<file path="src/rtl/maze_port_arbiter.sv">
// -----------------------------------------------------------------------------
// maze_port_arbiter
//
// Round-robin arbiter that shares the single-port maze memory between NPORTS
// requesters (solver, loader, debug reader, ...). At most one memory access
// is issued per cycle. Address and strobes are registered. Read data is
// routed back to the port that issued the read, one cycle after maze_oe.
//
// Handshake: a requester raises req[k] and holds it, together with
// req_row/req_col/req_oe/req_we, until it sees gnt[k]. gnt[k] is a one-cycle
// pulse that marks the cycle in which the access is on the memory bus. A read
// returns rvalid[k] in the cycle after gnt[k], with rdata valid in that cycle.
// A port is never eligible in its own grant cycle, so a held req is treated as
// a new request only from the following evaluation.
//
// Parameters
//   NPORTS  number of requesters (2..4)
//   ADDR_W  width of row and of col
//
// Ports
//   clk, rst_n          clock, asynchronous active-low reset
//   req                 per-port request level
//   req_row, req_col    per-port address; port k at [k*ADDR_W +: ADDR_W]
//   req_oe, req_we      per-port read / write qualifiers (write wins)
//   gnt                 one-hot grant pulse (or zero)
//   rvalid              one-hot read-data-valid pulse (or zero)
//   rdata               read data, straight from maze_in
//   row, col            registered memory address
//   maze_oe, maze_we    registered memory strobes, never both high
//   maze_in             memory read data, valid the cycle after maze_oe
// -----------------------------------------------------------------------------
module maze_port_arbiter #(
    parameter int NPORTS = 2,
    parameter int ADDR_W = 6
) (
    input  logic                     clk,
    input  logic                     rst_n,
    input  logic [NPORTS-1:0]        req,
    input  logic [NPORTS*ADDR_W-1:0] req_row,
    input  logic [NPORTS*ADDR_W-1:0] req_col,
    input  logic [NPORTS-1:0]        req_oe,
    input  logic [NPORTS-1:0]        req_we,
    output logic [NPORTS-1:0]        gnt,
    output logic [NPORTS-1:0]        rvalid,
    output logic                     rdata,
    output logic [ADDR_W-1:0]        row,
    output logic [ADDR_W-1:0]        col,
    output logic                     maze_oe,
    output logic                     maze_we,
    input  logic                     maze_in
);

    localparam int IDX_W = (NPORTS > 1) ? $clog2(NPORTS) : 1;

    // Round-robin pointer: index of the most recent winner.
    logic [IDX_W-1:0]  last;

    // Pending read: loaded together with maze_oe, turned into rvalid the
    // cycle after.
    logic              pend_valid;
    logic [IDX_W-1:0]  pend_idx;

    logic [NPORTS-1:0] eligible;
    logic              win_found;
    logic [IDX_W-1:0]  win_idx;
    logic [IDX_W-1:0]  cand;
    logic [ADDR_W-1:0] win_row;
    logic [ADDR_W-1:0] win_col;
    logic              win_oe;
    logic              win_we;

    // gnt is the registered grant of the current cycle, so masking with it
    // keeps a port out of the evaluation made at the end of its grant cycle.
    assign eligible = req & ~gnt;

    // Search last+1, last+2, ... modulo NPORTS; first eligible port wins.
    always_comb begin
        win_found = 1'b0;
        win_idx   = last;
        cand      = '0;
        for (int i = 1; i <= NPORTS; i++) begin
            cand = IDX_W'((int'(last) + i) % NPORTS);
            if (!win_found && eligible[cand]) begin
                win_found = 1'b1;
                win_idx   = cand;
            end
        end
    end

    // Select the winner's address and qualifiers.
    always_comb begin
        win_row = '0;
        win_col = '0;
        win_oe  = 1'b0;
        win_we  = 1'b0;
        for (int k = 0; k < NPORTS; k++) begin
            if (IDX_W'(k) == win_idx) begin
                win_row = req_row[k*ADDR_W +: ADDR_W];
                win_col = req_col[k*ADDR_W +: ADDR_W];
                win_oe  = req_oe[k];
                win_we  = req_we[k];
            end
        end
    end

    always_ff @(posedge clk or negedge rst_n) begin
        if (!rst_n) begin
            last       <= IDX_W'(NPORTS - 1);
            gnt        <= '0;
            rvalid     <= '0;
            row        <= '0;
            col        <= '0;
            maze_oe    <= 1'b0;
            maze_we    <= 1'b0;
            pend_valid <= 1'b0;
            pend_idx   <= '0;
        end else begin
            // Pulses default low; row/col hold when nothing is granted.
            gnt        <= '0;
            maze_oe    <= 1'b0;
            maze_we    <= 1'b0;
            pend_valid <= 1'b0;

            rvalid <= '0;
            if (pend_valid) begin
                rvalid[pend_idx] <= 1'b1;
            end

            if (win_found) begin
                last         <= win_idx;
                gnt[win_idx] <= 1'b1;
                row          <= win_row;
                col          <= win_col;
                // Write has priority; a grant with neither qualifier is a no-op.
                maze_we      <= win_we;
                maze_oe      <= win_oe & ~win_we;
                pend_valid   <= win_oe & ~win_we;
                pend_idx     <= win_idx;
            end
        end
    end

    // Memory data is already aligned with rvalid.
    assign rdata = maze_in;

endmodule
</file>
<file path="config.mk">
export PLATFORM = sky130hd
export DESIGN_NAME = maze_port_arbiter
export DESIGN_NICKNAME = d
export VERILOG_FILES = /design/src/rtl/maze_port_arbiter.sv
export SDC_FILE = /design/constraint.sdc
export NUM_CORES = 1
export LEC_CHECK = 0
export ABC_AREA = 1
export CORE_MARGIN = 10
export CORE_UTILIZATION = 43
export DETAILED_ROUTE_END_ITERATION = 8
export GPL_TIMING_DRIVEN = 0
export PLACE_DENSITY = 0.82
export SLEW_MARGIN = 30
export SYNTH_ARGS = -nofsm -noshare
export SYNTH_HDL_FRONTEND = slang
export SYNTH_SLANG_ARGS = --single-unit
</file>
<file path="constraint.sdc">
create_clock -name clk -period 3.1 [get_ports clk]
set_input_delay 0.62 -clock clk [delete_from_list [all_inputs] [get_ports clk]]
set_output_delay 0.62 -clock clk [all_outputs]
set_load 0.005 [all_outputs]
</file>
After elaboration in Yosys (flattened, before gate mapping):

Cells that the tools add are included.

* $add $sub $neg: 2
* magnitude comparators: 6
* multiplexer cells: 20
* bitwise logic cells: 4
* reduce and logical (&&, ||, !) cells: 4

Operators by type and width (count)
* $mux W1: 14
* $mux W6: 2
* $lt A1 B2 Y1 const B: 4
* $mux W2: 2
* $logic_and A1 B1 Y1: 3
* $add A1 B1 Y1 const B: 2
* $and A2 B2 Y2: 1
* $demux W1 S1: 2
* $ge A1 B1 Y1 const B: 2
* $not A2 Y2: 1
* $and A1 B1 Y1: 1
* $logic_not A1 Y1: 1
* $not A1 Y1: 1

* register bits: 20
* logic and storage cells: 44

Logic depth before layout (Yosys ltp):

* depth in word-level cells: 13
* gate-level depth with buffers: 8
* mapped depth without buffers: 7

Worst setup path after synthesis:

OpenSTA, ideal clock, no wires.

* path kind: input -> output
* start: input port maze_in
* end: output port rdata
* arrival: 731 ps
* data required time: 2480 ps
* slack: 1749 ps
* stages on the path: 1
* path buffers: 1
* cells stage by stage: buf_4

RTL lines
* start: declaration: RTL line 50 `input logic maze_in`
* end: declaration: RTL line 45 `output logic rdata,`

No word-level cell between the ends.

Final worst setup path:

* start: register col[0]
* end: output port col[0]

RTL lines
* start: declaration: RTL line 47 `output logic [ADDR_W-1:0] col,`
* start signal: assignment: RTL line 133 `col <= win_col;`

No word-level cell between the ends.

==> key figures <==
Outcome
  • Status: completed

Clock network
  • Clk slew on worst S/H paths: 0.12 ns
  • Number of buffers created by CTS: 3
  • # Post-CTS Setup Buffers: 0
  • Root buffer cell: clkbuf_4
  • PostCTS Resize Cnt: 0
  • Max Root-Sink Buffers: 2
  • Hold buffers post-CTS: 0
  • Clock Sinks: 20
  • CTS HTree Levels: 1
  • Clock Latency Late Sink: 0.30 ns
  • CTS tree: done

Detailed routing
  • Remaining DRCs: 0
  • Final WL: 3.20 mm
  • DR vias: 1072
  • Final ANT Viol Nets: 0
  • Vias per cell: 4.89
  • Routed length per instance: 14.6 microns
  • DRT iter0 DRCs: 52
  • First-pass DRT Iterations: 4

Global route
  • Pin count of the biggest net entering global routing: 21
  • Initial antenna violation count: 0
  • First-pass GRT wire length: 5.38 mm
  • Vias in the first global route: 1086
  • Total GRT Usage: 0.132
  • Remaining Overflow, GRT: 0

Placement
  • DPL Wire Length: 2.49 mm
  • Placer Congestion: 0.759
  • Dpl ws: 1.21 ns
  • Port Buffers: 50

Floorplanning
  • Initial core utilization: 0.465
  • Core box area: 2280 sq um
  • Die ar.: 4840 sq um
  • Die Y: 69.6 microns
  • # IOs: 52
  • Row count: 17
  • Die Width: 69.6 microns

Logic synthesis
  • Synthesized area: 1060 sq um
  • Most frequent cells after synthesis: nand3_1 (42), nand2_1 (34), inv_1 (23), dfrtp_1 (19), nor2_1 (5)
  • Number of synthesized register bits: 20
  • Post-synth cell types: 12
  • Ranking of synthesized cells by area: dfrtp_1 (45%), nand3_1 (20%), nand2_1 (12%), inv_1 (8.2%), buf_6 (4.3%)
  • Post-synth top area cell: dfrtp_1
  • Most common cell in the netlist: nand3_1
  • Ys Warns: 0
  • EDFF count, synth: 0
  • Mapped Avg Cell Area: 7.72 sq um
  • Mapped Cells: 137
  • Register area share after synthesis: 0.475
  • Asr flop ratio synth: 1.00
  • Net Count, Synth: 170
  • Post-synth top area share: 0.450
  • Most common flop cell mapped by yosys: dfrtp_1

Worst setup path
  • Register-to-Register Path Depth: 6
  • Max incr delay on CP: 0.52 ns
  • Startpoint Class: flip-flop
  • CP Buf/Inv Count: 1
  • Stages on worst setup path: 1
  • WP data required: 2.48 ns
  • Crit path max-delay cell type: clkdlybuf4s50_1
  • Maximum fanout along the worst path: 2
  • Crit path cell chain: clkdlybuf4s50_1
  • Worst Setup End Kind: output pin
  • Worst Path Arrival: 1.20 ns
  • WS Path Type: flip-flop to output pin
  • CP delay by family, top: buffers and inverters

Final layout
  • Inserted Diodes: 0
  • Filler cells: 191
  • Area grow syn2layout: 53.6%
  • Layout cells sized above 1: 0.0942
  • Layout Nets: 225

Job
  • Max Cap Viol: 0

Timing
  • Worst-case setup margin in the final layout: 1.28 ns
  • RSZ-0062 raised after global routing: no
  • Worst-margin pin slew: 0.455 ns
  • Slew margin rel.: 0.697
  • Final TNS setup: 0 ns
  • Final count of pins violating max slew: 0
  • Period utilization: 0.588
  • Final setup violation count: 0
  • FMAX: 549 MHz
  • Final Hold Fails: 0
  • Clock Skew: 0.0111 ns
  • Hold slack: 0.242 ns
  • Min Tclk post-route: 1.82 ns

Power
  • Leakage power: 0.839 nW
  • PwrDens: 767 nW/um^2
  • Peak VDD IR: 0.000534 V

Min path
  • Min-Delay Path Class: primary input to async pin
## placed cells by master, fill, tap and decap left out
cell type / Yosys / layout
nor2_1: 5 / 5
nand2_1: 34 / 34
a21oi_1: 1 / 1
nand3_1: 42 / 42
buf_2: 1 / 2
clkdlybuf4s50_1: 0 / 49
clkbuf_4: 0 / 3
dfrtp_1: 19 / 19
nand2_2: 4 / 4
buf_6: 4 / 4
inv_1: 23 / 23
clkbuf_8: 0 / 1
buf_4: 2 / 2
nand3_4: 1 / 1
dfstp_2: 1 / 1
## kinds of logic after synthesis
kind of cell / after synthesis / share of synthesized area
DFF: 20 / 0.475
and+or+nand+nor: 86 / 0.378
AOI/OAI and AO/OA: 1 / 0.00473
buffers and inverters: 30 / 0.143
## power breakdown
group | leakage, nW | switching (mW) | internal (mW) | total, mW
Sequential | 0.249 | 0.0647 | 0.379 | 0.444
Combinational | 0.569 | 0.307 | 0.344 | 0.651
Clock | 0.0210 | 0.0797 | 0.0717 | 0.151
## final cells by class
type	instances	area, sq um	area share
buffer	7	65.1	0.0401
inverter	23	86.3	0.0532
sequential	20	502	0.309
clock buffer	4	36.3	0.0223
timing repair buffer	50	495	0.305
multi-input combinational	87	404	0.249
tap	28	35.0	0.0216
## registers in the layout, summed over array words and instances, names as in the netlist
| register | count |
|---|---|
| col | 6 |
| gnt | 2 |
| last | 1 |
| maze_we | 1 |
| pend_idx | 1 |
| pend_valid | 1 |
| row | 6 |
| rvalid | 2 |
## routing by layer
layer | routed length (microns) | global-route usage
met5 | 0 | 0
met1 | 1220 | 0.147
met2 | 1770 | 0.242
met4 | 45 | 0.0466
met3 | 169 | 0.0243
## through the flow
| step | instance area (sq um) | power [mW] | util | instances |
|---|---|---|---|---|
| 5_1_grt | 1620 | 1.35 | 0.714 | 219 |
| 6_report | 1620 | 1.25 | 0.714 | 219 |
| 3_5_place_dp | 1590 | 1.10 | 0.700 | 215 |
| 4_1_cts | 1630 | 1.26 | 0.716 | 219 |
| 2_1_floorplan | 1060 | 0.764 | - | 137 |
| 3_3_place_gp | 1590 | 1.08 | 0.700 | 215 |
## final timing paths
path	end	start	slack, ns
max	col[0]	col[0]	1.28
min	maze_we	rst_n	0.24
max reg2reg	row[3]	last	1.85
min reg2reg	rvalid[0]	pend_idx	0.46
max in group asynchronous	last	rst_n	2.50
min in group clk	rvalid[0]	pend_idx	0.46
No activity file was read; power rests on OpenSTA's default activity.
